==> src/rtl/ex_muldiv.sv <==
// RV32M multiply/divide unit for the execute stage: one-cycle multiply,
// 32-cycle restoring divide, with a hold request that stalls the front end.
module ex_muldiv #(
    parameter int unsigned DATA_WIDTH     = 32,
    parameter int unsigned REG_ADDR_WIDTH = 5
) (
    input  logic                      i_Clk,
    input  logic                      i_reset,
    input  logic                      i_start,
    input  logic [2:0]                i_op,
    input  logic [DATA_WIDTH-1:0]     i_reg1_data,
    input  logic [DATA_WIDTH-1:0]     i_reg2_data,
    input  logic [REG_ADDR_WIDTH-1:0] i_regd_addr,
    input  logic                      i_flush,
    output logic                      o_hold_req,
    output logic                      o_result_valid,
    output logic [DATA_WIDTH-1:0]     o_result,
    output logic [REG_ADDR_WIDTH-1:0] o_regd_addr
);

    localparam int unsigned W     = DATA_WIDTH;
    localparam int unsigned CNT_W = (W > 1) ? $clog2(W) : 1;
    localparam int unsigned PW    = 2 * W;

    typedef enum logic [1:0] {S_IDLE, S_MUL, S_DIV, S_DONE} state_t;

    state_t                    state_q, state_d;
    logic [CNT_W-1:0]          cnt_q, cnt_d;
    logic [1:0]                op_q, op_d;
    logic [W-1:0]              a_q, a_d;
    logic [W-1:0]              b_q, b_d;
    logic [W-1:0]              rem_q, rem_d;
    logic                      neg_quo_q, neg_quo_d;
    logic                      neg_rem_q, neg_rem_d;
    logic [W-1:0]              result_q, result_d;
    logic [REG_ADDR_WIDTH-1:0] rd_q, rd_d;
    logic                      valid_q, valid_d;

    // Multiply datapath: 33-bit extended operands, 2W-bit product
    logic signed [W:0]  mul_a, mul_b;
    logic [PW-1:0]      prod;
    logic [W-1:0]       mul_res;

    always_comb begin
        mul_a   = {(op_q == 2'b01 || op_q == 2'b10) & a_q[W-1], a_q};
        mul_b   = {(op_q == 2'b01) & b_q[W-1], b_q};
        prod    = PW'(mul_a) * PW'(mul_b);
        mul_res = (op_q == 2'b00) ? prod[W-1:0] : prod[PW-1:W];
    end

    // Restoring divide step; a_q shifts the dividend out and the quotient in
    logic [W:0]   shifted, diff;
    logic         qbit;
    logic [W-1:0] rem_nxt, quo_nxt, quo_fin, rem_fin, div_res;

    always_comb begin
        shifted = {rem_q, a_q[W-1]};
        diff    = shifted - {1'b0, b_q};
        qbit    = ~diff[W];
        rem_nxt = qbit ? diff[W-1:0] : shifted[W-1:0];
        quo_nxt = {a_q[W-2:0], qbit};
        quo_fin = neg_quo_q ? -quo_nxt : quo_nxt;
        rem_fin = neg_rem_q ? -rem_nxt : rem_nxt;
        div_res = op_q[1] ? rem_fin : quo_fin;
    end

    logic signed_div, s1, s2;

    always_comb begin
        state_d    = state_q;
        cnt_d      = cnt_q;
        op_d       = op_q;
        a_d        = a_q;
        b_d        = b_q;
        rem_d      = rem_q;
        neg_quo_d  = neg_quo_q;
        neg_rem_d  = neg_rem_q;
        result_d   = result_q;
        rd_d       = rd_q;
        valid_d    = 1'b0;
        signed_div = ~i_op[0];
        s1         = i_reg1_data[W-1];
        s2         = i_reg2_data[W-1];

        if (i_flush) begin
            state_d = S_IDLE;
        end else begin
            case (state_q)
                S_IDLE: begin
                    if (i_start) begin
                        op_d = i_op[1:0];
                        rd_d = i_regd_addr;
                        if (!i_op[2]) begin
                            a_d     = i_reg1_data;
                            b_d     = i_reg2_data;
                            state_d = S_MUL;
                        end else if (i_reg2_data == '0) begin
                            result_d = i_op[1] ? i_reg1_data : '1;
                            valid_d  = 1'b1;
                            state_d  = S_DONE;
                        end else begin
                            a_d       = (signed_div && s1) ? -i_reg1_data : i_reg1_data;
                            b_d       = (signed_div && s2) ? -i_reg2_data : i_reg2_data;
                            rem_d     = '0;
                            cnt_d     = '0;
                            neg_quo_d = signed_div & (s1 ^ s2);
                            neg_rem_d = signed_div & s1;
                            state_d   = S_DIV;
                        end
                    end
                end
                S_MUL: begin
                    result_d = mul_res;
                    valid_d  = 1'b1;
                    state_d  = S_DONE;
                end
                S_DIV: begin
                    a_d   = quo_nxt;
                    rem_d = rem_nxt;
                    cnt_d = cnt_q + 1'b1;
                    if (cnt_q == CNT_W'(W - 1)) begin
                        result_d = div_res;
                        valid_d  = 1'b1;
                        state_d  = S_DONE;
                    end
                end
                default: state_d = S_IDLE;
            endcase
        end
    end

    always_ff @(posedge i_Clk) begin
        if (!i_reset) begin
            state_q   <= S_IDLE;
            cnt_q     <= '0;
            op_q      <= '0;
            a_q       <= '0;
            b_q       <= '0;
            rem_q     <= '0;
            neg_quo_q <= 1'b0;
            neg_rem_q <= 1'b0;
            result_q  <= '0;
            rd_q      <= '0;
            valid_q   <= 1'b0;
        end else begin
            state_q   <= state_d;
            cnt_q     <= cnt_d;
            op_q      <= op_d;
            a_q       <= a_d;
            b_q       <= b_d;
            rem_q     <= rem_d;
            neg_quo_q <= neg_quo_d;
            neg_rem_q <= neg_rem_d;
            result_q  <= result_d;
            rd_q      <= rd_d;
            valid_q   <= valid_d;
        end
    end

    // Hold drops in DONE so ID/EX advances on the writeback edge
    assign o_hold_req     = (state_q == S_IDLE && i_start && !i_flush) ||
                            state_q == S_MUL || state_q == S_DIV;
    assign o_result_valid = valid_q;
    assign o_result       = result_q;
    assign o_regd_addr    = rd_q;

endmodule

==> config.mk <==
export PLATFORM = sky130hd
export DESIGN_NAME = ex_muldiv
export DESIGN_NICKNAME = d
export VERILOG_FILES = /design/src/rtl/ex_muldiv.sv
export SDC_FILE = /design/constraint.sdc
export NUM_CORES = 2
export LEC_CHECK = 0
export CORE_MARGIN = 1.5
export CORE_UTILIZATION = 54
export DETAILED_ROUTE_END_ITERATION = 10
export PLACE_DENSITY_LB_ADDON = 0.05
export SLEW_MARGIN = 40
export SYNTH_ARGS = -nofsm -noshare
export SYNTH_HDL_FRONTEND = slang
export SYNTH_SLANG_ARGS = --single-unit
==> constraint.sdc <==
create_clock -name i_Clk -period 12.5 [get_ports i_Clk]
set_input_delay 1.25 -clock i_Clk [delete_from_list [all_inputs] [get_ports i_Clk]]
set_output_delay 1.25 -clock i_Clk [all_outputs]
set_load 0.05 [all_outputs]
==> flow_summary.json <==
{
  "synth_edf_count": 0,
  "core_area_um2": 91800,
  "die-area_um2": 94550,
  "required_ns": 12.85,
  "peakVddDrop_v": 0.00008884,
  "hold_end": "cnt_q[4]$_SDFFE_PN0P_",
  "cp_max_fo": 21,
  "final_core_util_pct": 57.47,
  "dieWidth_um": 307.5,
  "area_growth_pct": 5.375,
  "die_h_um": 307.5,
  "period_share_pct": 87.74,
  "synthCells": 5968,
  "synth-async-reset-ratio_pct": 0,
  "ys_types": 93,
  "power_leakage_nw": 24.22,
  "crit_type": "register to register",
  "fmax_mhz": 91.17,
  "setup_tns_ns": 0,
  "synth_nets": 7428,
  "vias": 40840,
  "wl_per_cell_um": 22.60,
  "antenna_found_initial": 7,
  "min_path_cells": 2,
  "cp_common_cell": "fa_1",
  "rr_worst_depth": 30,
  "r2r-start": "op_q[1]$_SDFFE_PN0P_",
  "clk_path_buf_depth": 2,
  "worst_pin_slew_ns": 0.8768,
  "drive_gt1_share_pct": 3.406,
  "ff2ff_setup_slack_ns": 1.53,
  "arrival_ns": 11.32,
  "clkLatencyLatePin_ns": 0.47,
  "wl_um": 160200,
  "path_clk_slew_ns": 0.08,
  "synth_area_leaders": "fa_1 45%, inv_1 9.4%, nand2_1 7.5%",
  "viasPerCell": 5.762,
  "avgSynthCellArea_um2": 8.389,
  "n_fill_cell": 8583,
  "crit_slowest_cell": "ha_1",
  "ys_seq_area_share_pct": 5.798,
  "hold_buffers": 0,
  "netlist_area_um2": 50070,
  "clock_skew_ns": 0.01669,
  "nNetsFinal": 7289,
  "relSlewSlack_pct": 40.93,
  "r2r-end": "o_result[27]$_SDFFE_PN0P_",
  "gp_congestion": 0.9651,
  "cp_slowest_stage_delay_ns": 0.84,
  "hpwlAfterDp_um": 128200,
  "cts_resized": 0,
  "rsz0062_at_grt": "false",
  "hp-start": "cnt_q[4]$_SDFFE_PN0P_",
  "rows": 111,
  "maxCapViolations": 0,
  "multi_input_area_um2": 41150,
  "htreeDepth": 4,
  "outcome": "finished clean",
  "grt_max_degree": 64,
  "worstSetupStartpointType": "register",
  "hold_viol_final": 0,
  "netlist.area_leader.share_pct": 45.02,
  "setup_viol": 0,
  "ys_warn_count": 0,
  "numCtsBuffers": 17,
  "dr.first_iter.drc_count": 3663,
  "crit_path_end_kind": "register",
  "powerDensity_nw_per_um2": 51.32,
  "post-route-min-period_ns": 10.97,
  "grt_pass1_vias": 41780,
  "clkSinkCount": 145,
  "io_buffers": 114,
  "synth.largest_area_cell": "fa_1",
  "post-cts-setup-buffer-count": 0,
  "hold_class": "register to register",
  "ios": 115,
  "first_pass_iters": 6,
  "tritoncts": "yes",
  "track_usage_pct": 35.12,
  "overflow": 0,
  "ant_nets": 0,
  "synth-seq-cells": 145,
  "drc": 0,
  "cts_root_buffer": "clkbuf_16",
  "synth_flop_cell": "dfxtp_1",
  "grt_first_pass_wirelength_um": 250700,
  "drv_slew": 0,
  "initial_core_util_pct": 54.54,
  "regArea_um2": 2928
}
worst max path at each step:
stage	end	slack, ns	from
6_report	o_result[27]$_SDFFE_PN0P_	1.53	op_q[1]$_SDFFE_PN0P_
5_1_grt	o_result[27]$_SDFFE_PN0P_	1.02	op_q[1]$_SDFFE_PN0P_
3_5_place_dp	o_result[27]$_SDFFE_PN0P_	1.81	op_q[1]$_SDFFE_PN0P_
3_3_place_gp	o_result[27]$_SDFFE_PN0P_	2.02	op_q[1]$_SDFFE_PN0P_
2_1_floorplan	o_result[27]$_SDFFE_PN0P_	3.72	op_q[1]$_SDFFE_PN0P_
4_1_cts	o_result[27]$_SDFFE_PN0P_	1.75	op_q[1]$_SDFFE_PN0P_
layout make-up:
cell class	count	share of cell area, %
Multi-Input combinational cell	4204	77.99
Inverter	1259	8.957
Sequential cell	145	5.549
Timing Repair Buffer	202	3.425
Tap cell	1243	2.948
Clock buffer	17	0.8063
Clock inverter	15	0.3130
Antenna cell	2	0.009486
cells by family (layout without fill, tap and decap cells):
| group | count (synthesis) | count (layout) | share of synthesized area, % |
|---|---|---|---|
| mux | 27 | 27 | 0.5473 |
| fa+ha+maj | 1384 | 1384 | 51.47 |
| buf+inv | 1619 | 1493 | 12.20 |
| xor+xnor | 193 | 193 | 3.376 |
| simple gates | 1858 | 1858 | 16.80 |
| compound gates | 742 | 742 | 9.804 |
| flops | 145 | 145 | 5.798 |
| other cells | 0 | 2 | 0 |
Yosys cell counts (58+ instances only):
master / number
xor2_1: 85
nor2_1: 271
a21oi_1: 194
ha_1: 258
inv_1: 1254
fa_1: 1126
nor3_1: 58
clkbuf_1: 289
and2_1: 270
xnor2_1: 108
nand2_1: 1003
dfxtp_1: 145
o21ai_0: 170
where the power goes:
group	internal, mW	leakage, nW	switching [mW]
Sequential	0.482	1.19	0.0519
Clock	0.269	0.281	0.268
Combinational	0.541	22.8	1.10
Total	1.29	24.2	1.42
through the flow:
step | cells | power (mW) | cell area (um2) | setup WS (ns) | hold WS [ns]
after global placement | 7051 | 2.140 | 52070 | 2.018 | 0.4417
after global routing | 7085 | 2.882 | 52750 | 1.022 | 0.4884
after CTS | 7085 | 2.692 | 52730 | 1.746 | 0.4656
after detailed placement | 7053 | 2.146 | 52140 | 1.812 | 0.4548
final | 7087 | 2.708 | 52760 | 1.532 | 0.4623
after floorplan | 5968 | 1.569 | 50070 | 3.725 | 0.4362
critical path, delay by kind of cell, from the launching register on:
family | cells | cell delay (ns)
AND/OR/NAND/NOR | 6 | 1.85
adder cells (fa/ha/maj) | 10 | 5.49
buffers and inverters | 7 | 1.03
AO/OA/AOI/OAI | 6 | 1.49
XOR/XNOR | 1 | 0.19
flip-flops | 1 | 0.79
per-layer routing:
layer	GRT usage (%)	vias to the layer above	routed length [um]
met3	4.707	317	11780
met2	57.62	1636	76210
met1	47.99	21070	65660
met4	12.20	12	6470
li1	-	17800	-
met5	0	-	72
flip-flops by register name (all words and copies together), names as in the netlist, 2 cells and up:
| register | cells |
|---|---|
| state_q | 2 |
| rem_q | 32 |
| a_q | 32 |
| o_result | 32 |
| b_q | 32 |
| o_regd_addr | 5 |
| cnt_q | 5 |
| op_q | 2 |
cells in the final DEF (no fill, tap or decap), drive strengths merged, types with 108 or more instances in the layout:
cell | synthesis | final
inv | 1257 | 1267
fa | 1126 | 1126
nand2 | 1003 | 1003
and2 | 271 | 271
nor2 | 271 | 271
ha | 258 | 258
a21oi | 198 | 198
o21ai | 182 | 182
dfxtp | 145 | 145
clkdlybuf4s50 | 0 | 113
xnor2 | 108 | 108
Note: power is estimated with default switching activity, not from simulation.
